**src/rtl/alu32_if.sv**
```systemverilog
// Operand/opcode bus into the ALU and registered result/flag bus out of it.
interface alu32_if;
  logic [31:0] A;
  logic [31:0] B;
  logic        Cin;
  logic [3:0]  op;
  logic [31:0] result;
  logic        C;
  logic        N;
  logic        V;
  logic        Z;

  // Issuer side: drives operands, observes result and flags.
  modport master (
    output A, B, Cin, op,
    input  result, C, N, V, Z
  );

  // ALU side: consumes operands, produces result and flags.
  modport slave (
    input  A, B, Cin, op,
    output result, C, N, V, Z
  );
endinterface

```
**src/rtl/alu32.sv**
```systemverilog
// 32-bit single-cycle registered ALU: 16 arithmetic/logic/shift operations with
// ARM-style C/N/V/Z condition codes, one cycle of latency, no handshake.
module alu32 (
  input  logic    clk,
  input  logic    rst_n,
  alu32_if.slave  bus
);

  localparam int unsigned DW = 32;
  localparam int unsigned SW = 5;

  typedef enum logic [3:0] {
    OP_ADD  = 4'b0000,
    OP_ADC  = 4'b0001,
    OP_SUB  = 4'b0010,
    OP_SBC  = 4'b0011,
    OP_RSB  = 4'b0100,
    OP_RSC  = 4'b0101,
    OP_AND  = 4'b0110,
    OP_ORR  = 4'b0111,
    OP_EOR  = 4'b1000,
    OP_BIC  = 4'b1001,
    OP_MOV  = 4'b1010,
    OP_MVN  = 4'b1011,
    OP_PASA = 4'b1100,
    OP_NOTA = 4'b1101,
    OP_LSL  = 4'b1110,
    OP_LSR  = 4'b1111
  } op_e;

  op_e             op_c;
  logic [DW-1:0]   add_x_c;
  logic [DW-1:0]   add_y_c;
  logic            add_cin_c;
  logic [DW:0]     sum_c;
  logic            add_v_c;
  logic [SW-1:0]   shamt_c;
  logic [DW:0]     shl_ext_c;
  logic [DW:0]     shr_ext_c;

  logic [DW-1:0]   result_d, result_q;
  logic            c_d, c_q;
  logic            v_d, v_q;
  logic            n_d, n_q;
  logic            z_d, z_q;

  assign op_c    = op_e'(bus.op);
  assign shamt_c = bus.B[SW-1:0];

  // Adder operand steering: subtract forms invert one operand, carry-in picks +1 or Cin.
  always_comb begin
    add_x_c   = bus.A;
    add_y_c   = bus.B;
    add_cin_c = 1'b0;
    case (op_c)
      OP_ADD: begin
        add_x_c   = bus.A;
        add_y_c   = bus.B;
        add_cin_c = 1'b0;
      end
      OP_ADC: begin
        add_x_c   = bus.A;
        add_y_c   = bus.B;
        add_cin_c = bus.Cin;
      end
      OP_SUB: begin
        add_x_c   = bus.A;
        add_y_c   = ~bus.B;
        add_cin_c = 1'b1;
      end
      OP_SBC: begin
        add_x_c   = bus.A;
        add_y_c   = ~bus.B;
        add_cin_c = bus.Cin;
      end
      OP_RSB: begin
        add_x_c   = bus.B;
        add_y_c   = ~bus.A;
        add_cin_c = 1'b1;
      end
      OP_RSC: begin
        add_x_c   = bus.B;
        add_y_c   = ~bus.A;
        add_cin_c = bus.Cin;
      end
      default: begin
        add_x_c   = bus.A;
        add_y_c   = bus.B;
        add_cin_c = 1'b0;
      end
    endcase
  end

  // 33-bit sum; bit 32 is carry out (NOT borrow for subtract forms).
  assign sum_c   = {1'b0, add_x_c} + {1'b0, add_y_c} + (DW+1)'(add_cin_c);
  // Signed overflow: like-signed adder inputs producing an opposite-signed sum.
  assign add_v_c = (add_x_c[DW-1] == add_y_c[DW-1]) && (sum_c[DW-1] != add_x_c[DW-1]);

  // Shifters widened by one bit so the last bit shifted out lands in the extra bit;
  // a zero shift leaves that bit 0, giving C=0 for free.
  assign shl_ext_c = {1'b0, bus.A} << shamt_c;
  assign shr_ext_c = {bus.A, 1'b0} >> shamt_c;

  // Result and flag selection for the next register load.
  always_comb begin
    result_d = '0;
    c_d      = 1'b0;
    v_d      = 1'b0;
    case (op_c)
      OP_ADD, OP_ADC, OP_SUB, OP_SBC, OP_RSB, OP_RSC: begin
        result_d = sum_c[DW-1:0];
        c_d      = sum_c[DW];
        v_d      = add_v_c;
      end
      OP_AND:  result_d = bus.A & bus.B;
      OP_ORR:  result_d = bus.A | bus.B;
      OP_EOR:  result_d = bus.A ^ bus.B;
      OP_BIC:  result_d = bus.A & ~bus.B;
      OP_MOV:  result_d = bus.B;
      OP_MVN:  result_d = ~bus.B;
      OP_PASA: result_d = bus.A;
      OP_NOTA: result_d = ~bus.A;
      OP_LSL: begin
        result_d = shl_ext_c[DW-1:0];
        c_d      = shl_ext_c[DW];
      end
      OP_LSR: begin
        result_d = shr_ext_c[DW:1];
        c_d      = shr_ext_c[0];
      end
      default: begin
        result_d = '0;
        c_d      = 1'b0;
        v_d      = 1'b0;
      end
    endcase
    n_d = result_d[DW-1];
    z_d = (result_d == '0);
  end

  // Output register with synchronous active-low reset taking priority over new inputs.
  always_ff @(posedge clk) begin
    if (!rst_n) begin
      result_q <= '0;
      c_q      <= 1'b0;
      n_q      <= 1'b0;
      v_q      <= 1'b0;
      z_q      <= 1'b0;
    end else begin
      result_q <= result_d;
      c_q      <= c_d;
      n_q      <= n_d;
      v_q      <= v_d;
      z_q      <= z_d;
    end
  end

  assign bus.result = result_q;
  assign bus.C      = c_q;
  assign bus.N      = n_q;
  assign bus.V      = v_q;
  assign bus.Z      = z_q;

endmodule

```
**src/flat_wrapper.sv**
```systemverilog
// flat-port wrapper written by rule: the top's interface ports become plain ports
module alu32_flat 
  (clk, rst_n, bus_A, bus_B, bus_Cin, bus_op, bus_result, bus_C, bus_N, bus_V, bus_Z);
  alu32_if bus_i ();
  input  logic clk;
  input  logic rst_n;
  input wire logic [$bits(bus_i.A)-1:0] bus_A;
  input wire logic [$bits(bus_i.B)-1:0] bus_B;
  input wire logic [$bits(bus_i.Cin)-1:0] bus_Cin;
  input wire logic [$bits(bus_i.op)-1:0] bus_op;
  output wire logic [$bits(bus_i.result)-1:0] bus_result;
  output wire logic [$bits(bus_i.C)-1:0] bus_C;
  output wire logic [$bits(bus_i.N)-1:0] bus_N;
  output wire logic [$bits(bus_i.V)-1:0] bus_V;
  output wire logic [$bits(bus_i.Z)-1:0] bus_Z;
  assign bus_i.A = bus_A;
  assign bus_i.B = bus_B;
  assign bus_i.Cin = bus_Cin;
  assign bus_i.op = bus_op;
  assign bus_result = bus_i.result;
  assign bus_C = bus_i.C;
  assign bus_N = bus_i.N;
  assign bus_V = bus_i.V;
  assign bus_Z = bus_i.Z;
  alu32 u_core (.clk(clk), .rst_n(rst_n), .bus(bus_i));
endmodule
```
**config.mk**
```make
export PLATFORM = sky130hd
export DESIGN_NAME = alu32_flat
export DESIGN_NICKNAME = d
export VERILOG_FILES = /design/src/rtl/alu32_if.sv /design/src/rtl/alu32.sv /design/src/flat_wrapper.sv
export SDC_FILE = /design/constraint.sdc
export NUM_CORES = 1
export LEC_CHECK = 0
export BUFFER_PORTS_ARGS = -buffer_cell sky130_fd_sc_hd__buf_2
export CAP_MARGIN = 30
export CORE_ASPECT_RATIO = 1.25
export CORE_UTILIZATION = 53
export CTS_CLUSTER_SIZE = 8
export DETAILED_ROUTE_END_ITERATION = 8
export HOLD_SLACK_MARGIN = 0.06
export PLACE_DENSITY_LB_ADDON = 0.25
export SETUP_SLACK_MARGIN = 0.05
export SYNTH_ARGS = -nofsm -noshare
export SYNTH_HDL_FRONTEND = slang
export SYNTH_SLANG_ARGS = --single-unit
```
**constraint.sdc**
```tcl
create_clock -name clk -period 9.08 [get_ports clk]
set_clock_uncertainty 0.2 [all_clocks]
set_input_delay 1.816 -clock clk [delete_from_list [all_inputs] [get_ports clk]]
set_output_delay 1.816 -clock clk [all_outputs]
set_load 0.1 [all_outputs]
```
==> results.json, run 1 <==
{
  "start_util_pct": 54.8,
  "fp.dieH_um": 159,
  "crit_fanout": 60,
  "diodes": 0,
  "grt_max_degree": 69,
  "final_nets": 1682,
  "holdCritPathClass": "primary input to flop",
  "yosysSeqAreaShare_pct": 6.74,
  "finalHoldViolations": 0,
  "max_clock_freq_ghz": 0.140,
  "finish.utilization_pct": 57.9,
  "post_dp_cell_area_mm2": 0.0108,
  "drt-total-wl_mm": 49.4,
  "setup_slack_ns": 1.94,
  "place_ws_ns": 1.78,
  "die_w_um": 127,
  "synthDistinctLibCells": 80,
  "synth_area_leaders": "o21ai_0 7.9%, ha_1 7.8%, mux2i_1 6.9%, dfxtp_1 6.7%, nand2_1 6.4%",
  "rows": 56,
  "ys_warn_count": 0,
  "worst_ir_drop_vdd_mv": 0.138,
  "numCtsBuffers": 5,
  "tightest_slew_ns": 1.06,
  "cts_resized": 0,
  "path_clk_slew_ns": 0.06,
  "synth_area_mm2": 0.0104,
  "ys_ff_latch": 35,
  "wl_per_cell_um": 27.4,
  "syn_inst": 1559,
  "rsz0062_at_grt": "no",
  "cap_viol_max_count": 0,
  "final_max_slew_viol_count": 0,
  "gp_congestion": 1.08,
  "dp_hpwl_mm": 37.3,
  "drive_gt1_share_pct": 13.1,
  "grt_pass1_vias": 11600,
  "finalCritPeriodShare_pct": 78.7,
  "yosys.area.top_type": "o21ai_0",
  "core_area_mm2": 0.0190,
  "cts_sinks": 35,
  "criticalPathCategory": "primary input to flop",
  "synth_edf_count": 0,
  "leakagePower_nw": 4.64,
  "syn-num-nets": 1697,
  "worstPathRequired_ns": 9.06,
  "most-common-layout-cells": "178 x nand2_1, 164 x o21ai_0, 127 x nor2_1",
  "final_antenna_net_count": 0,
  "synth_flop_cell": "dfxtp_1",
  "port_buffers": 106,
  "cts_max_path_buffers": 2,
  "vias": 13200,
  "setup_viol": 0,
  "synth_area_per_cell_um2": 6.67,
  "post_cts_buffers": 0,
  "io_pins": 107,
  "viasPerCell": 7.32,
  "whs_ns": 1.74,
  "area_growth_syn_to_layout_pct": 5.80,
  "grt_pass1_wl_mm": 71.9,
  "dieArea_mm2": 0.0202,
  "start_kind": "primary input",
  "tritoncts": "done",
  "async_flop_share_pct": 0,
  "postLayoutCellArea_mm2": 0.0110,
  "yosys.area.top_type_share_pct": 7.89,
  "clockRootBuffer": "clkbuf_16",
  "h-tree-depth": 2,
  "outcome": "finished, final reports clean",
  "groute.usage.overall_pct": 47.8,
  "n_fill_cell": 1926,
  "holdBufCountCts": 0,
  "cp.arrival_ns": 7.12,
  "layout_commonest_cell": "nand2_1",
  "slew_headroom_pct": 29.0,
  "firstDrtPassIters": 6,
  "setup_tns_ns": 0,
  "finalCriticalPeriod_ns": 7.14,
  "critPathCaptureType": "flop",
  "drc": 0,
  "overflow": 0,
  "antenna_found_initial": 1,
  "detail_route.iter0.violations": 1827,
  "p_per_area_mw_per_mm2": 118
}
power by group:
part / leakage [nW] / internal [W] / total [W] / switching (W)
clock network: 0.0844 / 0.000131 / 0.000195 / 0.0000645
logic: 4.27 / 0.000273 / 0.000923 / 0.000650
registers: 0.290 / 0.000173 / 0.000177 / 0.00000398
total: 4.64 / 0.000576 / 0.00130 / 0.000719
worst max-delay path, stage by stage:
cell and delay (ns):
buf_2 0.09, buf_4 0.55, inv_1 0.30, nand2b_1 0.20, nand2_1 0.48, o221ai_1 0.37
ha_1 0.33, a21o_1 0.22, or3_1 0.32, o211ai_1 0.23, a211oi_1 0.10, buf_4 0.20
or4_1 0.48, a31oi_1 0.50, nor4_1 0.16, nand2b_1 0.18, a21oi_1 0.18, xnor2_1 0.13
nor4b_1 0.23
metal layers:
metal | global-route usage [%] | up-vias | routed length [µm]
li1 | - | 5783 | -
met1 | 59.1 | 6127 | 18000
met2 | 74.8 | 1039 | 21200
met3 | 8.77 | 264 | 6220
met4 | 34.0 | 2 | 4030
met5 | 0 | - | 16
state kept, by name (all words and copies together) (netlist names):
register / count
u_core.bus.result: 31
u_core.bus.C: 1
u_core.bus.N: 1
u_core.bus.V: 1
u_core.bus.Z: 1
layout make-up:
| type | instances | area, µm² | area share, % |
|---|---|---|---|
| Tap cell | 261 | 327 | 2.97 |
| Inverter | 72 | 270 | 2.46 |
| Multi-Input combinational cell | 1296 | 8780 | 79.8 |
| Clock inverter | 3 | 47.5 | 0.432 |
| Clock buffer | 5 | 125 | 1.14 |
| Sequential cell | 35 | 701 | 6.37 |
| Timing Repair Buffer | 134 | 747 | 6.79 |
through the flow:
step	cells	total power, W
floorplan	1559	0.000826
global placement	1796	0.00106
detailed placement	1798	0.00107
CTS	1806	0.00126
global route	1806	0.00135
finish	1806	0.00130
path summary, 6_finish.rpt:
check / startpoint / cells past startpoint / to
worst max-delay path: bus_op[2] / 19 / u_core.bus.V
worst min-delay path: rst_n / 2 / u_core.bus.result[18]
Yosys cell counts, drive strengths merged, types with 21 or more instances:
library cell / count
mux4: 26
ha: 65
o221ai: 28
a22oi: 21
nor2: 128
a21oi: 114
mux2: 21
inv: 70
nand3: 40
o22ai: 31
o21ai: 166
a211oi: 23
dfxtp: 35
buf: 46
o211ai: 24
nor3: 44
and2: 27
mux2i: 72
nand2: 178
xnor2: 26
nand2b: 22
clkbuf: 110
logic make-up (layout without fill, tap and decap cells):
group	after synthesis	count (layout)	synth area share, %
flops	35	35	6.74
mux	119	119	14.9
fa+ha+maj	67	67	8.21
simple gates	521	521	23.7
buf+inv	228	214	9.04
xor+xnor	40	40	3.37
compound gates	549	549	34.1
No activity file was read; power rests on OpenSTA's default activity.
==> run 2, diff against run 1 <==
clock period = 6.3 ns   (was 9.08 ns; I/O delays follow)
==> results.json, run 2 (synthesis gave the netlist of run 1 again) <==
{
  "core_area_mm2": 0.0190,
  "overflow": 0,
  "cp.arrival_ns": 5.82,
  "cp_top_family": "simple AND/OR/NAND/NOR gates",
  "grt_max_degree": 86,
  "vias": 13300,
  "final_max_slew_viol_count": 0,
  "multi_input_area_mm2": 0.00881,
  "cts_sinks": 35,
  "dieArea_mm2": 0.0202,
  "final_nets": 1701,
  "dp_hpwl_mm": 38.3,
  "worstPathRequired_ns": 6.27,
  "cts_max_path_buffers": 2,
  "cp_slowest_cell": "or4_1",
  "most-common-layout-cells": "178 x nand2_1, 164 x o21ai_0, 125 x nor2_1",
  "place_ws_ns": 0.256,
  "path_clk_slew_ns": 0.06,
  "setup_tns_ns": 0,
  "crit_fanout": 85,
  "grt_util_met2_pct": 77.6,
  "critPathMaxStageDelay_ns": 0.55,
  "grtUsageMet3_pct": 9.27,
  "clockRootBuffer": "clkbuf_16",
  "whs_endpoint": "u_core.bus.result[1]",
  "dp.cells": 1817,
  "largest_register_ffs": 31,
  "numCtsBuffers": 5,
  "tightest_slew_ns": 1.04,
  "die_w_um": 127,
  "groute.usage.overall_pct": 48.6,
  "critPathCaptureType": "flop",
  "worstHoldStart": "rst_n",
  "grt_pass1_vias": 11800,
  "layout_commonest_cell": "nand2_1",
  "viasPerCell": 7.31,
  "n_fill_cell": 1881,
  "start_kind": "primary input",
  "finalHoldViolations": 0,
  "fp.dieH_um": 159,
  "tritoncts": "done",
  "use_met1_pct": 60.0,
  "fin_cells": 1827,
  "port_buffers": 106,
  "regArea_um2": 701,
  "slew_headroom_pct": 30.5,
  "whs_path_depth": 2,
  "setup_slack_ns": 0.451,
  "drive_gt1_share_pct": 14.5,
  "setup_viol": 0,
  "antenna_found_initial": 1,
  "final_antenna_net_count": 0,
  "leakagePower_nw": 4.75,
  "wl_per_cell_um": 27.2,
  "rsz0062_at_grt": "no",
  "max_clock_freq_ghz": 0.171,
  "worst_ir_drop_vdd_mv": 0.198,
  "io_pins": 107,
  "rows": 56,
  "drc": 0,
  "p_per_area_mw_per_mm2": 170,
  "outcome": "finished, final reports clean",
  "crit_top_cell": "nand2b_1",
  "criticalPathCategory": "primary input to flop",
  "grt-busiest-layer": "met2",
  "holdBufCountCts": 0,
  "cap_viol_max_count": 0,
  "gp_congestion": 1.08,
  "firstDrtPassIters": 6,
  "grt_pass1_wl_mm": 73.5,
  "critPathBufInv": 3,
  "finalCritPeriodShare_pct": 92.8,
  "h-tree-depth": 2,
  "detail_route.iter0.violations": 1747,
  "holdCritPathClass": "primary input to flop",
  "finalCriticalPeriod_ns": 5.85,
  "start_util_pct": 54.8,
  "crit_path_cell_trace": "buf_2, nand2b_1, or2_2, buf_12, nand2_1, o21ai_0, ha_1, a21o_1, or3_1, o211ai_1, a211oi_1, buf_4, or4_1, a31oi_2, nor4_1, nand2b_1, a21oi_1, xnor2_1, nor4b_1",
  "area_growth_syn_to_layout_pct": 7.77,
  "drt-total-wl_mm": 49.7
}
==> run 2: layer usage <==
layer / share of wire [%] / vias to the layer above
met2: 44 / 1105
met1: 37 / 6164
met5: 0 / -
li1: - / 5834
met3: 12 / 245
met4: 7.4 / 0
==> run 2: repair_timing <==
| action | 4_1_cts | 5_1_grt |
|---|---|---|
| resized for setup | 0 | 3 |
| setup endpoints to repair | 0 | 1 |
| buffers inserted | 0 | 0 |
==> run 2: final cells by class <==
cell class,count,share of cell area [%]
Clock buffer,5,1.12
Clock inverter,3,0.413
Antenna cell,2,0.0447
Multi-Input combinational cell,1296,78.6
Tap cell,261,2.91
Inverter,72,2.41
Timing Repair Buffer,153,8.24
Sequential cell,35,6.25
==> run 2: metrics by stage <==
stage	power, W	instance area, µm²	util [%]	hold WS, ns
global route	0.00198	11200	59.0	1.21
floorplan	0.00119	10400	-	1.38
global placement	0.00155	11000	58.0	1.48
CTS	0.00185	11200	58.9	1.19
finish	0.00190	11200	59.0	1.22
detailed placement	0.00156	11000	58.0	1.48
==> run 2: power by group <==
part	leakage [nW]	internal (W)	total, W	switching (W)
Sequential	0.290	0.000249	0.000256	0.00000681
Combinational	4.37	0.000410	0.00136	0.000952
Clock	0.0804	0.000188	0.000286	0.0000982
Total	4.75	0.000847	0.00190	0.00106
==> run 2: worst max path at each step <==
stage | start | to | slack [ns] | cells past startpoint
after global placement | bus_op[3] | u_core.bus.V | 0.41 | 19
after detailed placement | bus_op[3] | u_core.bus.V | 0.26 | 19
after global routing | bus_op[3] | u_core.bus.V | 0.20 | 20
final | bus_op[3] | u_core.bus.V | 0.45 | 19
after floorplan | bus_op[2] | u_core.bus.Z | 0.08 | 21
after CTS | bus_op[3] | u_core.bus.V | 0.52 | 19
